**src/rtl/lcd_read_if.sv**
```systemverilog
// lcd_read_if -- request/response and LCD pin bundle for the HD44780 read driver.
//
// Request side : start, rs_sel             (requester -> driver)
// Response side: rdata, bf, addr, busy, done, timeout  (driver -> requester)
// LCD pins     : lcd_d (pin -> driver), rs, rw, en, bus_oe (driver -> pins)
//
// modport slave  : the lcd_read driver itself
// modport master : the requester / pin-level model
interface lcd_read_if;
  logic       start;
  logic       rs_sel;
  logic [7:0] lcd_d;
  logic       rs;
  logic       rw;
  logic       en;
  logic       bus_oe;
  logic [7:0] rdata;
  logic       bf;
  logic [6:0] addr;
  logic       busy;
  logic       done;
  logic       timeout;

  modport slave (
    input  start, rs_sel, lcd_d,
    output rs, rw, en, bus_oe, rdata, bf, addr, busy, done, timeout
  );

  modport master (
    output start, rs_sel, lcd_d,
    input  rs, rw, en, bus_oe, rdata, bf, addr, busy, done, timeout
  );
endinterface

```
**src/rtl/lcd_read.sv**
```systemverilog
// lcd_read -- HD44780-style 8-bit LCD read driver.
//
// Runs one read cycle per accepted request: rs/rw setup, an enable pulse
// during which the data bus is sampled, an enable-low hold, then a one-cycle
// done pulse. rs_sel=0 reads the busy flag / address counter, rs_sel=1 reads
// DDRAM/CGRAM data. The FPGA never drives the data bus (bus_oe stays 0); the
// top level hands the pins to this block while busy=1.
//
// Ports:
//   clk       in   main clock (22.1184 MHz)
//   rst       in   asynchronous, active-high reset
//   bus       lcd_read_if.slave:
//     start   in   one-cycle request, accepted only in IDLE
//     rs_sel  in   register select, latched on accept
//     lcd_d   in   LCD data bus as seen at the pin
//     rs/rw/en out LCD control pins
//     bus_oe  out  data-bus drive enable, constant 0
//     rdata   out  last captured byte
//     bf/addr out  rdata[7] / rdata[6:0] of the last rs_sel=0 read
//     busy    out  1 whenever not IDLE
//     done    out  one-cycle completion pulse
//     timeout out  poll limit reached, sticky until the next accept
//
// Optional feature macro: LCD_BUSY_POLL_EN
//   When defined, a status read that returns bf=1 is repeated (up to
//   MAX_POLLS reads) before done is raised; timeout flags the limit case.
//   When undefined, every request is a single read and timeout is 0.
module lcd_read #(
  parameter int unsigned T_AS      = 2,
  parameter int unsigned T_EH      = 12,
  parameter int unsigned T_SMP     = 9,
  parameter int unsigned T_EL      = 12,
  parameter int unsigned MAX_POLLS = 4095
) (
  input  logic       clk,
  input  logic       rst,
  lcd_read_if.slave  bus
);

  // Elaboration-time parameter range guards.
  if (T_AS < 1 || T_AS > 255) begin : g_bad_t_as
    $error("lcd_read: T_AS out of range 1..255");
  end
  if (T_EH < 2 || T_EH > 255) begin : g_bad_t_eh
    $error("lcd_read: T_EH out of range");
  end
  if (T_SMP < 1 || T_SMP > T_EH - 1) begin : g_bad_t_smp
    $error("lcd_read: T_SMP out of range 1..T_EH-1");
  end
  if (T_EL < 1 || T_EL > 255) begin : g_bad_t_el
    $error("lcd_read: T_EL out of range 1..255");
  end
  if (MAX_POLLS < 1 || MAX_POLLS > 4095) begin : g_bad_max_polls
    $error("lcd_read: MAX_POLLS out of range 1..4095");
  end

  typedef enum logic [2:0] {
    S_IDLE  = 3'd0,
    S_SETUP = 3'd1,
    S_EN_HI = 3'd2,
    S_EN_LO = 3'd3,
    S_FIN   = 3'd4
  } state_t;

  // Terminal counts: each phase counts 0..N-1 and leaves on N-1.
  localparam logic [7:0] C_AS_LAST  = 8'(T_AS - 1);
  localparam logic [7:0] C_EH_LAST  = 8'(T_EH - 1);
  localparam logic [7:0] C_SMP_LAST = 8'(T_SMP - 1);
  localparam logic [7:0] C_EL_LAST  = 8'(T_EL - 1);

  state_t     r_state;
  logic [7:0] r_cnt;
  logic       r_rs;
  logic       r_rw;
  logic       r_en;
  logic [7:0] r_rdata;
  logic       r_bf;
  logic [6:0] r_addr;
  logic       r_busy;
  logic       r_done;
  logic [7:0] w_cnt_inc;
  logic       w_repeat;

`ifdef LCD_BUSY_POLL_EN
  logic [11:0] r_polls;
  logic        r_timeout;
  logic [11:0] w_polls_inc;
  logic        w_limit;

  // Poll decision at the end of EN_LO: repeat a status read while the LCD
  // reports busy, unless this read brings the poll count to the limit.
  always_comb begin
    w_polls_inc = r_polls + 12'd1;
    w_repeat    = 1'b0;
    w_limit     = 1'b0;
    if (!r_rs && r_bf) begin
      if (w_polls_inc < 12'(MAX_POLLS)) begin
        w_repeat = 1'b1;
      end else begin
        w_limit = 1'b1;
      end
    end else begin
      w_repeat = 1'b0;
      w_limit  = 1'b0;
    end
  end
`else
  assign w_repeat = 1'b0;
`endif

  // Saturating phase counter increment; it never wraps mid-phase.
  always_comb begin
    w_cnt_inc = r_cnt;
    if (r_cnt != 8'hFF) begin
      w_cnt_inc = r_cnt + 8'd1;
    end else begin
      w_cnt_inc = r_cnt;
    end
  end

  // Read-cycle sequencer with registered pin and status outputs.
  always_ff @(posedge clk or posedge rst) begin
    if (rst) begin
      r_state   <= S_IDLE;
      r_cnt     <= 8'd0;
      r_rs      <= 1'b0;
      r_rw      <= 1'b0;
      r_en      <= 1'b0;
      r_rdata   <= 8'd0;
      r_bf      <= 1'b0;
      r_addr    <= 7'd0;
      r_busy    <= 1'b0;
      r_done    <= 1'b0;
`ifdef LCD_BUSY_POLL_EN
      r_polls   <= 12'd0;
      r_timeout <= 1'b0;
`endif
    end else begin
      case (r_state)
        S_IDLE: begin
          r_done <= 1'b0;
          if (bus.start) begin
            r_rs      <= bus.rs_sel;
            r_rw      <= 1'b1;
            r_cnt     <= 8'd0;
            r_busy    <= 1'b1;
            r_state   <= S_SETUP;
`ifdef LCD_BUSY_POLL_EN
            r_polls   <= 12'd0;
            r_timeout <= 1'b0;
`endif
          end
        end
        S_SETUP: begin
          if (r_cnt == C_AS_LAST) begin
            r_en    <= 1'b1;
            r_cnt   <= 8'd0;
            r_state <= S_EN_HI;
          end else begin
            r_cnt   <= w_cnt_inc;
          end
        end
        S_EN_HI: begin
          // Sample once the LCD's data-valid delay has elapsed; status
          // fields only follow status reads.
          if (r_cnt == C_SMP_LAST) begin
            r_rdata <= bus.lcd_d;
            if (!r_rs) begin
              r_bf   <= bus.lcd_d[7];
              r_addr <= bus.lcd_d[6:0];
            end
          end
          if (r_cnt == C_EH_LAST) begin
            r_en    <= 1'b0;
            r_cnt   <= 8'd0;
            r_state <= S_EN_LO;
          end else begin
            r_cnt   <= w_cnt_inc;
          end
        end
        S_EN_LO: begin
          if (r_cnt == C_EL_LAST) begin
            r_cnt <= 8'd0;
`ifdef LCD_BUSY_POLL_EN
            r_polls <= w_polls_inc;
`endif
            if (w_repeat) begin
              r_state <= S_SETUP;
            end else begin
              r_done  <= 1'b1;
              r_rs    <= 1'b0;
              r_rw    <= 1'b0;
              r_state <= S_FIN;
`ifdef LCD_BUSY_POLL_EN
              r_timeout <= w_limit;
`endif
            end
          end else begin
            r_cnt <= w_cnt_inc;
          end
        end
        S_FIN: begin
          r_done  <= 1'b0;
          r_busy  <= 1'b0;
          r_state <= S_IDLE;
        end
        default: begin
          r_state <= S_IDLE;
          r_cnt   <= 8'd0;
          r_rs    <= 1'b0;
          r_rw    <= 1'b0;
          r_en    <= 1'b0;
          r_busy  <= 1'b0;
          r_done  <= 1'b0;
        end
      endcase
    end
  end

  assign bus.rs     = r_rs;
  assign bus.rw     = r_rw;
  assign bus.en     = r_en;
  assign bus.bus_oe = 1'b0;
  assign bus.rdata  = r_rdata;
  assign bus.bf     = r_bf;
  assign bus.addr   = r_addr;
  assign bus.busy   = r_busy;
  assign bus.done   = r_done;
`ifdef LCD_BUSY_POLL_EN
  assign bus.timeout = r_timeout;
`else
  assign bus.timeout = 1'b0;
`endif

endmodule

```
**src/flat_wrapper.sv**
```systemverilog
// flat-port wrapper written by rule: the top's interface ports become plain ports
module lcd_read_flat 
#(
  parameter int unsigned T_AS      = 2,
  parameter int unsigned T_EH      = 12,
  parameter int unsigned T_SMP     = 9,
  parameter int unsigned T_EL      = 12,
  parameter int unsigned MAX_POLLS = 4095
)
  (clk, rst, bus_start, bus_rs_sel, bus_lcd_d, bus_rs, bus_rw, bus_en, bus_bus_oe, bus_rdata, bus_bf, bus_addr, bus_busy, bus_done, bus_timeout);
  lcd_read_if bus_i ();
  input  logic clk;
  input  logic rst;
  input wire logic [$bits(bus_i.start)-1:0] bus_start;
  input wire logic [$bits(bus_i.rs_sel)-1:0] bus_rs_sel;
  input wire logic [$bits(bus_i.lcd_d)-1:0] bus_lcd_d;
  output wire logic [$bits(bus_i.rs)-1:0] bus_rs;
  output wire logic [$bits(bus_i.rw)-1:0] bus_rw;
  output wire logic [$bits(bus_i.en)-1:0] bus_en;
  output wire logic [$bits(bus_i.bus_oe)-1:0] bus_bus_oe;
  output wire logic [$bits(bus_i.rdata)-1:0] bus_rdata;
  output wire logic [$bits(bus_i.bf)-1:0] bus_bf;
  output wire logic [$bits(bus_i.addr)-1:0] bus_addr;
  output wire logic [$bits(bus_i.busy)-1:0] bus_busy;
  output wire logic [$bits(bus_i.done)-1:0] bus_done;
  output wire logic [$bits(bus_i.timeout)-1:0] bus_timeout;
  assign bus_i.start = bus_start;
  assign bus_i.rs_sel = bus_rs_sel;
  assign bus_i.lcd_d = bus_lcd_d;
  assign bus_rs = bus_i.rs;
  assign bus_rw = bus_i.rw;
  assign bus_en = bus_i.en;
  assign bus_bus_oe = bus_i.bus_oe;
  assign bus_rdata = bus_i.rdata;
  assign bus_bf = bus_i.bf;
  assign bus_addr = bus_i.addr;
  assign bus_busy = bus_i.busy;
  assign bus_done = bus_i.done;
  assign bus_timeout = bus_i.timeout;
  lcd_read #(.T_AS(T_AS), .T_EH(T_EH), .T_SMP(T_SMP), .T_EL(T_EL), .MAX_POLLS(MAX_POLLS)) u_core (.clk(clk), .rst(rst), .bus(bus_i));
endmodule
```
**config.mk**
```make
export PLATFORM = sky130hd
export DESIGN_NAME = lcd_read_flat
export DESIGN_NICKNAME = d
export VERILOG_FILES = /design/src/rtl/lcd_read_if.sv /design/src/rtl/lcd_read.sv /design/src/flat_wrapper.sv
export SDC_FILE = /design/constraint.sdc
export NUM_CORES = 1
export LEC_CHECK = 0
export ABC_AREA = 0
export BUFFER_PORTS_ARGS = -buffer_cell sky130_fd_sc_hd__buf_2
export CORE_MARGIN = 5
export CORE_UTILIZATION = 55
export CTS_CLUSTER_DIAMETER = 50
export DETAILED_ROUTE_END_ITERATION = 10
export GPL_TIMING_DRIVEN = 0
export HOLD_SLACK_MARGIN = 0.03
export PLACE_DENSITY = 0.92
export SLEW_MARGIN = 20
export SYNTH_ARGS = -nofsm -noshare
export SYNTH_HDL_FRONTEND = slang
export SYNTH_SLANG_ARGS = --single-unit
```
**constraint.sdc**
```tcl
create_clock -name clk -period 3.6 [get_ports clk]
set_clock_uncertainty 0.15 [all_clocks]
set_input_delay 0.72 -clock clk [delete_from_list [all_inputs] [get_ports clk]]
set_output_delay 0.72 -clock clk [all_outputs]
set_load 0.01 [all_outputs]
```
==> metrics.cfg <==
[clock_tree]
clk_latency_ns=0.34
cts-root-buf=clkbuf_4
ctsResizeCount=0
cts_tree=yes
ctsHtreeMaxLevel=2
clk_pin_slew_ns=0.10
clock_sinks=32
cts_post_setup_buffers_inserted=0
cts_max_path_buffers=2
hold_buffers=0
cts_buffers=5

[setup_path]
regToRegSetupSlack_ns=1.35
crit_fanout=9
r2r-start=u_core.r_cnt[4]$_DFFE_PP0P_
cp_cell_sequence=or4_4 -> nor2_8 -> nand3_4 -> nor2_8 -> mux2_2
critPathLaunchType=flip-flop
rr_worst_depth=5
slowest_delay_ns=0.62
crit_slowest_cell=or4_4
crit_required_ns=3.68
worstSetupPathType=reg2reg
crit_top_cell=nor2_8
r2r-end=u_core.bus.addr[1]$_DFFE_PP0P_
cp_data_arrival_time_ns=2.33
startpoint=u_core.r_cnt[4]$_DFFE_PP0P_
cp-end-kind=flip-flop

[yosys]
synthMuxAreaShare=0.121
netlist_top_cells_count=dfrtp_1 (32), mux2_2 (15), nor2_1 (13)
synthTopCellsByArea=dfrtp_1 (51%), mux2_2 (11%), nor2_1 (3.1%), a21oi_1 (2.9%), nand2_1 (2.9%)
synth_flop_cell=dfrtp_1
synthSimpleGateAreaFrac=0.185
synth_async_sr_flop_share=1.00
synth_compound_area_frac=0.114
synth_top_area_frac=0.510
synth_cells=140
synth_xor_area_frac=0.0112
ys_types=37
yosysMostFrequentCell=dfrtp_1
synth-edff-count=0
avgSynthCellArea_um2=11.2
ys_ff_latch=32
synth_top_area_cell=dfrtp_1
ys_seq_area_frac=0.510
netlist_area_um2=1570
synth_top_family_by_area=simple AND/OR/NAND/NOR gates
synth-adder-area-share=0.0239
yosys_warnings=0

[timing]
rsz0062_at_grt=no
holdWs_ns=0.304
final_hold_viol_count=0
period_share=0.624
fmax_mhz=445
fin_crit_ns=2.25
slew_headroom=0.577
worst_pin_slew_ns=0.633
setup_viol=0
report.final.slew_viol_count=0
fin_tns_setup_ns=0

[cells_and_area]
antenna_cells=0
ff_latch_area_um2=801
area.growth.synth_to_final_pct=16.8
n_fill_cell=191
finish.instance_area_um2=1830
final_nets=195
drive_gt1_frac=0.365
multi_input_area_um2=722

[grt]
grt-ovfl-total=0
grt_max_degree=33
grt_pass1_vias=1254
antenna_found_initial=0
grt_use_total=0.169
grt_pass1_wl_mm=5.42

[pwr]
pwr_density_cell_nw_per_um2=337
cellLeakagePower_nw=0.935
irDropWorstVdd_uv=290

[floorplanning]
ioPinCount=35
die_w_um=63.4
initial_core_util=0.574
core.rowCount=19
die_y_um=63.4
core_area_um2=2730
dieArea_um2=4020

[routing]
routed_via_density=5.74
vias=1217
wirelength_mm=3.11
avgRoutedWirePerCell_um=14.7
drt-initial-drc-count=54
drt-pass1-iter-count=4
ant_nets=0
route.detailed.drc=0

[min_path]
hold_class=in2async

[run_status]
status=finished clean

[placed_design]
placed_cell_area_um2=1770
portBuffers=32
dp_hpwl_mm=2.39
gp_congestion=0.873

[run]
cap_viol_max_count=0

[flip-flops by register name (all words and copies together) (netlist names)]
name,flops
u_core.bus.rdata,8
u_core.r_cnt,8
u_core.bus.addr,7
u_core.r_state,3
u_core.bus.bf,1
u_core.bus.busy,1
u_core.bus.done,1
u_core.bus.en,1
u_core.bus.rs,1
u_core.bus.rw,1
[worst max-delay path by stage]
stage	endpoint	depth (start not counted)	slack [ns]
after detailed placement	u_core.bus.addr[1]$_DFFE_PP0P_	5	1.37
after global placement	u_core.bus.addr[6]$_DFFE_PP0P_	5	1.42
after global routing	u_core.r_cnt[6]$_DFFE_PP0P_	6	1.27
final	u_core.bus.addr[1]$_DFFE_PP0P_	5	1.35
after floorplan	u_core.bus.addr[1]$_DFFE_PP0P_	5	1.52
after CTS	u_core.bus.addr[1]$_DFFE_PP0P_	5	1.35
[critical path, delay by kind of cell (launching register included)]
family / cells / cell delay (ns)
muxes: 1 / 0.36
and+or+nand+nor: 4 / 1.16
DFF: 1 / 0.47
[cell families (layout without fill, tap and decap cells)]
group           count (synthesis)  after routing
simple gates                   47             47
flops                          32             32
compound gates                 27             27
mux                            17             17
buf+inv                        11             51
fa+ha+maj                       3              3
xor+xnor                        2              2
other cells                     1              2
[power by group]
| part | leakage, nW | total [mW] | switching [mW] | internal, mW |
|---|---|---|---|---|
| sequential | 0.400 | 0.369 | 0.00403 | 0.365 |
| combinational | 0.496 | 0.0353 | 0.0201 | 0.0151 |
| clock | 0.0380 | 0.213 | 0.121 | 0.0928 |
| total | 0.935 | 0.618 | 0.145 | 0.473 |
[layout make-up]
cell class / instances / area share
clock inverters: 2 / 0.00546
well taps: 31 / 0.0212
inverters: 5 / 0.0102
plain buffers: 6 / 0.0171
clock buffers: 6 / 0.0280
multi-input cells: 98 / 0.394
repair buffers: 32 / 0.0874
flip-flops and latches: 32 / 0.437
[layout by cell type, fill, tap and decap left out, drive strengths merged, types with 3 or more instances in the layout]
| master | count |
|---|---|
| a21oi | 9 |
| a31oi | 4 |
| buf | 35 |
| clkbuf | 9 |
| dfrtp | 32 |
| ha | 3 |
| inv | 5 |
| mux2 | 16 |
| nand2 | 12 |
| nand3 | 5 |
| nand4 | 3 |
| nor2 | 15 |
| nor3 | 3 |
| o21ai | 3 |
[metrics by stage]
step                power [mW]  instances  utilization  worst slack [ns]
finish                   0.618        212        0.670              1.35
global route             0.646        212        0.670              1.27
CTS                      0.622        212        0.670              1.35
detailed placement       0.412        204        0.648              1.37
global placement         0.409        204        0.648              1.42
floorplan                0.394        141            -              1.52
[per-layer routing]
metal / share of wire / GRT usage / up-vias
met5: 0 / 0 / -
met3: 0.078 / 0.0551 / 7
met2: 0.48 / 0.275 / 48
met4: 0.022 / 0.0961 / 0
met1: 0.42 / 0.194 / 576
li1: - / - / 586
Note: power is estimated with default switching activity, not from simulation.
